--- src/rtl/uart_pkg.sv ---
// uart_pkg: state encoding, parity modes and parity helper shared by the UART transmitter and receiver.
package uart_pkg;

  typedef enum logic [2:0] {
    ST_IDLE,
    ST_START_BIT,
    ST_DATA,
    ST_PARITY,
    ST_STOP,
    ST_GAP
  } uart_state_e;

  localparam int unsigned PARITY_NONE = 0;
  localparam int unsigned PARITY_ODD  = 1;
  localparam int unsigned PARITY_EVEN = 2;

  // Wide enough for 8 data bits, 2 stop bits or 15 gap bits.
  localparam int unsigned BIT_CNT_W = 4;

  function automatic logic parity_bit(input logic [7:0] data, input logic [7:0] mask,
                                      input int unsigned mode);
    logic x;
    x = ^(data & mask);
    return (mode == PARITY_ODD) ? ~x : x;
  endfunction

endpackage

--- src/rtl/uart_msg_sender_if.sv ---
// uart_msg_sender_if: start/message request and UART line/status outputs of the message sender.
interface uart_msg_sender_if #(
  parameter int unsigned msg_size_byte = 6
) ();
  localparam int unsigned IDX_W = $clog2(msg_size_byte + 1);

  logic                       start;
  logic [8*msg_size_byte-1:0] msg;
  logic                       tx;
  logic                       busy;
  logic                       done;
  logic [IDX_W-1:0]           byte_index;

  modport master (output start, msg, input tx, busy, done, byte_index);
  modport slave  (input start, msg, output tx, busy, done, byte_index);
endinterface

--- src/rtl/uart_baud_tick.sv ---
// uart_baud_tick: one-cycle tick on the last cycle of every bit_period-cycle bit; restart realigns it.
module uart_baud_tick #(
  parameter int unsigned bit_period = 104
) (
  input  logic clk,
  input  logic reset,
  input  logic restart,
  output logic tick
);
  localparam int unsigned CNT_W = $clog2(bit_period);

  logic [CNT_W-1:0] cnt_q;

  // Tick is registered one count early so it coincides with the bit's final cycle.
  always_ff @(posedge clk) begin
    if (reset || restart) begin
      cnt_q <= '0;
      tick  <= 1'b0;
    end else begin
      cnt_q <= (cnt_q == CNT_W'(bit_period - 1)) ? '0 : cnt_q + CNT_W'(1);
      tick  <= (cnt_q == CNT_W'(bit_period - 2));
    end
  end
endmodule

--- src/rtl/uart_msg_sender.sv ---
// uart_msg_sender: latches an N-byte message on start and serialises it as UART frames.
// Data width, parity, stop/gap bits and byte order are set by parameters.
module uart_msg_sender
  import uart_pkg::*;
#(
  parameter int unsigned clk_freq       = 1000000,
  parameter int unsigned baud_rate      = 9600,
  parameter int unsigned msg_size_byte  = 6,
  parameter int unsigned data_bits      = 8,
  parameter int unsigned parity         = 0,
  parameter int unsigned stop_bits      = 1,
  parameter int unsigned gap_bits       = 0,
  parameter int unsigned msb_byte_first = 0
) (
  input logic              clk,
  input logic              reset,
  uart_msg_sender_if.slave bus
);
  localparam int unsigned BIT_PERIOD = clk_freq / baud_rate;
  localparam int unsigned MSG_W      = 8 * msg_size_byte;
  localparam int unsigned IDX_W      = $clog2(msg_size_byte + 1);

  localparam logic [BIT_CNT_W-1:0] DATA_LAST = BIT_CNT_W'(data_bits - 1);
  localparam logic [BIT_CNT_W-1:0] STOP_LAST = BIT_CNT_W'(stop_bits - 1);
  localparam logic [BIT_CNT_W-1:0] GAP_LAST  = BIT_CNT_W'((gap_bits == 0) ? 32'd0 : gap_bits - 1);
  localparam logic [IDX_W-1:0]     BYTE_LAST = IDX_W'(msg_size_byte - 1);
  localparam logic [7:0]           DATA_MASK = 8'((32'd1 << data_bits) - 32'd1);

  uart_state_e          state_q, state_d;
  logic [BIT_CNT_W-1:0] bit_cnt_q, bit_cnt_d;
  logic [IDX_W-1:0]     byte_idx_q, byte_idx_d;
  logic [MSG_W-1:0]     msg_q, msg_d;
  logic                 tx_q, tx_d;
  logic                 busy_q, busy_d;
  logic                 done_q, done_d;
  logic                 restart_c;
  logic                 frame_end_c;
  logic [7:0]           cur_byte_c;
  logic                 tick;

  // Send-order index k maps to a byte lane according to the configured byte order.
  function automatic logic [7:0] byte_sel(input logic [MSG_W-1:0] m, input logic [IDX_W-1:0] k);
    int unsigned pos;
    pos = (msb_byte_first != 0) ? (msg_size_byte - 1 - 32'(k)) : 32'(k);
    return 8'(m >> (32'd8 * pos));
  endfunction

  uart_baud_tick #(.bit_period(BIT_PERIOD)) u_baud (
    .clk     (clk),
    .reset   (reset),
    .restart (restart_c),
    .tick    (tick)
  );

  always_ff @(posedge clk) begin
    if (reset) begin
      state_q    <= ST_IDLE;
      bit_cnt_q  <= '0;
      byte_idx_q <= '0;
      msg_q      <= '0;
      tx_q       <= 1'b1;
      busy_q     <= 1'b0;
      done_q     <= 1'b0;
    end else begin
      state_q    <= state_d;
      bit_cnt_q  <= bit_cnt_d;
      byte_idx_q <= byte_idx_d;
      msg_q      <= msg_d;
      tx_q       <= tx_d;
      busy_q     <= busy_d;
      done_q     <= done_d;
    end
  end

  always_comb begin
    state_d     = state_q;
    bit_cnt_d   = bit_cnt_q;
    byte_idx_d  = byte_idx_q;
    msg_d       = msg_q;
    done_d      = 1'b0;
    restart_c   = 1'b0;
    frame_end_c = 1'b0;

    case (state_q)
      ST_IDLE: begin
        if (bus.start) begin
          state_d    = ST_START_BIT;
          msg_d      = bus.msg;
          byte_idx_d = '0;
          bit_cnt_d  = '0;
          restart_c  = 1'b1;
        end
      end
      ST_START_BIT: begin
        if (tick) begin
          state_d   = ST_DATA;
          bit_cnt_d = '0;
        end
      end
      ST_DATA: begin
        if (tick) begin
          if (bit_cnt_q == DATA_LAST) begin
            bit_cnt_d = '0;
            state_d   = (parity != PARITY_NONE) ? ST_PARITY : ST_STOP;
          end else begin
            bit_cnt_d = bit_cnt_q + BIT_CNT_W'(1);
          end
        end
      end
      ST_PARITY: begin
        if (tick) begin
          state_d   = ST_STOP;
          bit_cnt_d = '0;
        end
      end
      ST_STOP: begin
        if (tick) begin
          if (bit_cnt_q == STOP_LAST) begin
            bit_cnt_d = '0;
            if (gap_bits != 0) state_d = ST_GAP;
            else               frame_end_c = 1'b1;
          end else begin
            bit_cnt_d = bit_cnt_q + BIT_CNT_W'(1);
          end
        end
      end
      ST_GAP: begin
        if (tick) begin
          if (bit_cnt_q == GAP_LAST) begin
            bit_cnt_d   = '0;
            frame_end_c = 1'b1;
          end else begin
            bit_cnt_d = bit_cnt_q + BIT_CNT_W'(1);
          end
        end
      end
      default: state_d = ST_IDLE;
    endcase

    // Either start the next byte immediately or finish the message.
    if (frame_end_c) begin
      if (byte_idx_q == BYTE_LAST) begin
        state_d = ST_IDLE;
        done_d  = 1'b1;
      end else begin
        state_d    = ST_START_BIT;
        byte_idx_d = byte_idx_q + IDX_W'(1);
      end
    end

    cur_byte_c = byte_sel(msg_d, byte_idx_d);

    // Line level is registered from the next state so tx changes on the state boundary.
    case (state_d)
      ST_START_BIT: tx_d = 1'b0;
      ST_DATA:      tx_d = 1'(cur_byte_c >> bit_cnt_d);
      ST_PARITY:    tx_d = parity_bit(cur_byte_c, DATA_MASK, parity);
      default:      tx_d = 1'b1;
    endcase

    busy_d = (state_d != ST_IDLE);
  end

  assign bus.tx         = tx_q;
  assign bus.busy       = busy_q;
  assign bus.done       = done_q;
  assign bus.byte_index = byte_idx_q;
endmodule
--- src/flat_wrapper.sv ---
// flat-port wrapper written by rule: the top's interface ports become plain ports
module uart_msg_sender_flat import uart_pkg::*;
#(
  parameter int unsigned clk_freq       = 1000000,
  parameter int unsigned baud_rate      = 9600,
  parameter int unsigned msg_size_byte  = 6,
  parameter int unsigned data_bits      = 8,
  parameter int unsigned parity         = 0,
  parameter int unsigned stop_bits      = 1,
  parameter int unsigned gap_bits       = 0,
  parameter int unsigned msb_byte_first = 0
)
  (clk, reset, bus_start, bus_msg, bus_tx, bus_busy, bus_done, bus_byte_index);
  uart_msg_sender_if #(.msg_size_byte(msg_size_byte)) bus_i ();
  input logic clk;
  input logic reset;
  input wire logic [$bits(bus_i.start)-1:0] bus_start;
  input wire logic [$bits(bus_i.msg)-1:0] bus_msg;
  output wire logic [$bits(bus_i.tx)-1:0] bus_tx;
  output wire logic [$bits(bus_i.busy)-1:0] bus_busy;
  output wire logic [$bits(bus_i.done)-1:0] bus_done;
  output wire logic [$bits(bus_i.byte_index)-1:0] bus_byte_index;
  assign bus_i.start = bus_start;
  assign bus_i.msg = bus_msg;
  assign bus_tx = bus_i.tx;
  assign bus_busy = bus_i.busy;
  assign bus_done = bus_i.done;
  assign bus_byte_index = bus_i.byte_index;
  uart_msg_sender #(.clk_freq(clk_freq), .baud_rate(baud_rate), .msg_size_byte(msg_size_byte), .data_bits(data_bits), .parity(parity), .stop_bits(stop_bits), .gap_bits(gap_bits), .msb_byte_first(msb_byte_first)) u_core (.clk(clk), .reset(reset), .bus(bus_i));
endmodule
--- config.mk ---
export PLATFORM = sky130hd
export DESIGN_NAME = uart_msg_sender_flat
export DESIGN_NICKNAME = d
export VERILOG_FILES = /design/src/rtl/uart_pkg.sv /design/src/rtl/uart_msg_sender_if.sv /design/src/rtl/uart_baud_tick.sv /design/src/rtl/uart_msg_sender.sv /design/src/flat_wrapper.sv
export SDC_FILE = /design/constraint.sdc
export NUM_CORES = 1
export LEC_CHECK = 0
export CORE_MARGIN = 2
export CORE_UTILIZATION = 49
export CTS_CLUSTER_DIAMETER = 120
export CTS_CLUSTER_SIZE = 28
export DETAILED_ROUTE_END_ITERATION = 10
export PLACE_DENSITY = 0.84
export SLEW_MARGIN = 25
export SYNTH_ARGS = -nofsm -noshare
export SYNTH_HDL_FRONTEND = slang
export SYNTH_HIERARCHICAL = 1
export SYNTH_SLANG_ARGS = --single-unit
--- constraint.sdc ---
create_clock -name clk -period 3.25 [get_ports clk]
set_input_delay 0.325 -clock clk [delete_from_list [all_inputs] [get_ports clk]]
set_output_delay 0.325 -clock clk [all_outputs]
set_load 0.1 [all_outputs]
==> results_dict.tcl <==
set metrics [dict create \
    final_cell_area_mm2 0.00493 \
    period_needed_ps 3120 \
    setup_viol 0 \
    post_synth_instance_area_mm2 0.00373 \
    register_to_register_setup_slack_ps 130 \
    cts_tree "done" \
    layout.cells.most_common "sky130_fd_sc_hd__nand2_1" \
    place_area_mm2 0.00462 \
    yosys.area.top_type "sky130_fd_sc_hd__dfxtp_1" \
    synthDominantCellAreaShare 0.370 \
    cts.sinks 69 \
    synth.yosys.seq_area_share 0.370 \
    clk_pin_slew_ps 70 \
    number_of_top_level_pins 57 \
    critical_path_cell_count 12 \
    layout-drive-gt1-share 0.171 \
    worst_setup_path_class "register to register" \
    critical_path.endpoint_type "register" \
    overflow 0 \
    clock-root-buffer "sky130_fd_sc_hd__clkbuf_8" \
    firstDrtPassIters 4 \
    timing.critical_path.cells "inv_1, ha_4, nand4bb_4, or4_4, a211o_4, buf_4, buf_4, o221ai_1, xnor2_1, a21oi_1, xnor3_1, o21ai_1" \
    clk_latency_ps 350 \
    final.period_utilization 0.959 \
    place.gp.congestion 0.913 \
    dp.final_hpwl_mm 7.20 \
    synth_nets 535 \
    drt_iter0_markers 213 \
    report.final.slew_viol_count 0 \
    arrival_ps 3400 \
    die_height_um 91.3 \
    nNetsFinal 615 \
    num_rows 31 \
    fmaxAchievable_mhz 321 \
    fin_worst_hold_slack_ps 459 \
    fin_clk_skew_ps 7.41 \
    grt_max_degree 60 \
    holdCritPathClass "register to register" \
    detail_route.drc_violations 0 \
    transition_time_at_the_pin_with_the_least_slew_margin_ps 1000 \
    synth_cell_type_count 68 \
    num-fill-cells 587 \
    wl_per_cell_um 14.9 \
    cell_occurring_most_often_along_the_worst_timing_path "sky130_fd_sc_hd__buf_4" \
    multiInputGateArea_mm2 0.00231 \
    syn_avg_cell_area_um2 7.81 \
    pre_cts_ws_ps -293 \
    synth_edf_count 0 \
    critical_path.n_buffers_inverters 3 \
    clock_tree.htree_level_count 3 \
    global_route_wire_length_before_repair_mm 15.8 \
    cpLargestDelayFamily "compound AO/OA/AOI/OAI gates" \
    r2r_end "u_core/bus.tx$_SDFF_PP1_" \
    die_w_um 91.3 \
    yosysWarnings 6 \
    power_density_mw_per_mm2 417 \
    fp.coreArea_mm2 0.00733 \
    post_cts_hold_buffer_count 0 \
    antenna_diode_instance_count 0 \
    number_of_standard_cells_after_synthesis 478 \
    via_per_inst 5.54 \
    final_antenna_net_count 0 \
    postSynth.asyncResetShare 0 \
    critPathCapture "u_core/bus.tx$_SDFF_PP1_" \
    gr-usage-all-layers 0.234 \
    cts-buffers-inserted 9 \
    path_max_fanout 4 \
    biggest_cell_delay_along_the_critical_path_ps 540 \
    yosys-top-cells-area "sky130_fd_sc_hd__dfxtp_1 (37%), sky130_fd_sc_hd__nand2_1 (12%), sky130_fd_sc_hd__a21oi_1 (8.6%), sky130_fd_sc_hd__mux2i_1 (4.8%), sky130_fd_sc_hd__nor2_1 (2.7%)" \
    final_core_utilization 0.673 \
    layout_overhead_on_the_synthesized_area_pct 32.3 \
    initial_core_util 0.509 \
    r2r-start "u_core/bit_cnt_q[1]$_SDFF_PP0_" \
    dr_total_vias 3663 \
    grt_pass1_vias 3420 \
    cp.required_ps 3530 \
    antenna_found_initial 0 \
    reg2reg_depth 12 \
    maxCapViolCount 0 \
    status "complete, no violations" \
    setup.worst_path.start_class "register" \
    synth-main-ff-cell "sky130_fd_sc_hd__dfxtp_1" \
    placement.io_buffers 56 \
    cts.path.max_buffers 2 \
    ff_latch_area_mm2 0.00139 \
    crit_path_start "u_core/bit_cnt_q[1]$_SDFF_PP0_" \
    slew-limit-headroom 0.330 \
    postRouteWirelength_mm 9.83 \
    die-area_mm2 0.00833 \
    critPathSlowestCell "sky130_fd_sc_hd__or4_4" \
    number_of_hold_slack_violations_in_the_final_timing_report 0 \
    max-vdd-ir-drop_uv 226 \
    p_total_mw 2.06 \
    setup_ws_ps 133 \
    final_cell_mix "sky130_fd_sc_hd__nand2_1 (116), sky130_fd_sc_hd__dfxtp_1 (66), sky130_fd_sc_hd__a21oi_1 (64)" \
    yosys_register_bits 69 \
    static_leakage_power_nw 1.90 \
]
-- flip-flops by register name, summed over array words and instances (netlist names) --
register	flops
u_core/bit_cnt_q	4
u_core/bus.busy	1
u_core/bus.byte_index	3
u_core/bus.done	1
u_core/bus.tx	1
u_core/msg_q	48
u_core/state_q	3
u_core/u_baud/cnt_q	7
u_core/u_baud/tick	1
-- synthesized netlist by cell type, types with 2 or more instances --
cell,number
sky130_fd_sc_hd__nand2_1,116
sky130_fd_sc_hd__dfxtp_1,69
sky130_fd_sc_hd__a21oi_1,64
sky130_fd_sc_hd__nor2_1,27
sky130_fd_sc_hd__clkbuf_1,22
sky130_fd_sc_hd__mux2i_1,18
sky130_fd_sc_hd__o21ai_0,18
sky130_fd_sc_hd__nand3_1,17
sky130_fd_sc_hd__inv_1,11
sky130_fd_sc_hd__xor2_1,7
sky130_fd_sc_hd__ha_1,6
sky130_fd_sc_hd__nor2b_1,5
sky130_fd_sc_hd__o211ai_1,5
sky130_fd_sc_hd__o221ai_1,5
sky130_fd_sc_hd__and2_1,4
sky130_fd_sc_hd__nand4_1,4
sky130_fd_sc_hd__nor3b_1,4
sky130_fd_sc_hd__xnor2_1,4
sky130_fd_sc_hd__buf_2,3
sky130_fd_sc_hd__mux2_2,3
sky130_fd_sc_hd__nor3_1,3
sky130_fd_sc_hd__o21ai_1,3
sky130_fd_sc_hd__o22ai_1,3
sky130_fd_sc_hd__o2bb2ai_1,3
sky130_fd_sc_hd__a221oi_2,2
sky130_fd_sc_hd__a31o_2,2
sky130_fd_sc_hd__a31oi_1,2
sky130_fd_sc_hd__and3_1,2
sky130_fd_sc_hd__buf_6,2
sky130_fd_sc_hd__nand2b_1,2
sky130_fd_sc_hd__nand3b_1,2
sky130_fd_sc_hd__o22a_1,2
sky130_fd_sc_hd__o31ai_1,2
sky130_fd_sc_hd__or3_1,2
-- logic make-up (layout without fill, tap and decap cells) --
logic type / after synthesis / in the layout / share of synthesized area
AO/OA/AOI/OAI: 126 / 126 / 0.214
XOR/XNOR: 12 / 12 / 0.0319
flip-flops: 69 / 69 / 0.370
buffers and inverters: 40 / 124 / 0.0466
multiplexers: 21 / 21 / 0.0573
adder cells (fa/ha/maj): 6 / 6 / 0.0201
AND/OR/NAND/NOR: 204 / 204 / 0.260
-- how the worst min path moves through the flow --
stage	start	cells after the start	slack [ps]	endpoint
global route	u_core/msg_q[32]$_SDFF_PP0_	2	480	u_core/msg_q[32]$_SDFF_PP0_
finish	u_core/msg_q[16]$_SDFF_PP0_	2	460	u_core/msg_q[16]$_SDFF_PP0_
detailed placement	u_core/msg_q[16]$_SDFF_PP0_	2	450	u_core/msg_q[16]$_SDFF_PP0_
floorplan	reset	1	400	u_core/u_baud/cnt_q[2]$_SDFF_PP0_
CTS	u_core/msg_q[16]$_SDFF_PP0_	2	460	u_core/msg_q[16]$_SDFF_PP0_
global placement	u_core/msg_q[3]$_SDFF_PP0_	2	440	u_core/msg_q[3]$_SDFF_PP0_
-- cell type report --
| cell class | count | share of cell area |
|---|---|---|
| Clock inverter | 6 | 0.0132 |
| Timing Repair Buffer | 97 | 0.176 |
| Multi-Input combinational cell | 369 | 0.468 |
| Inverter | 12 | 0.0101 |
| Tap cell | 99 | 0.0251 |
| Sequential cell | 69 | 0.282 |
| Clock buffer | 9 | 0.0251 |
-- per-stage QoR --
step / std cells / TNS (ps)
6_report: 661 / 0
5_1_grt: 661 / -15.3
4_1_cts: 660 / 0
3_5_place_dp: 644 / -293
3_3_place_gp: 644 / -250
2_1_floorplan: 478 / 0
-- worst register-to-register path: cells and delay by family (launching register included) --
kind                       cells  cell delay, ps
AOI/OAI and AO/OA              4             940
DFF                            1             330
xor gates and xnor gates       2             530
and+or+nand+nor                2             670
adders and majority gates      1             160
buffers and inverters          3             420
-- report_power, final --
part	internal [mW]	switching, mW	leakage [nW]
logic	0.212	0.237	1.24
registers	0.897	0.0349	0.566
clock network	0.349	0.329	0.0950
total	1.46	0.601	1.90
-- layer usage --
metal | GRT usage | vias up | wire length [µm]
met5 | 0 | - | 0
met4 | 0.101 | 0 | 225
met3 | 0.0382 | 17 | 405
met2 | 0.409 | 99 | 4980
met1 | 0.283 | 1717 | 4220
li1 | - | 1830 | -
-- what timing repair did --
item | in CTS | in global routing
gates resized for setup | 7 | 11
pin swaps | 1 | 4
gates cloned | 1 | 0
setup buffers | 0 | 1
setup endpoints to repair | 1 | 1
Note: power is estimated with default switching activity, not from simulation.
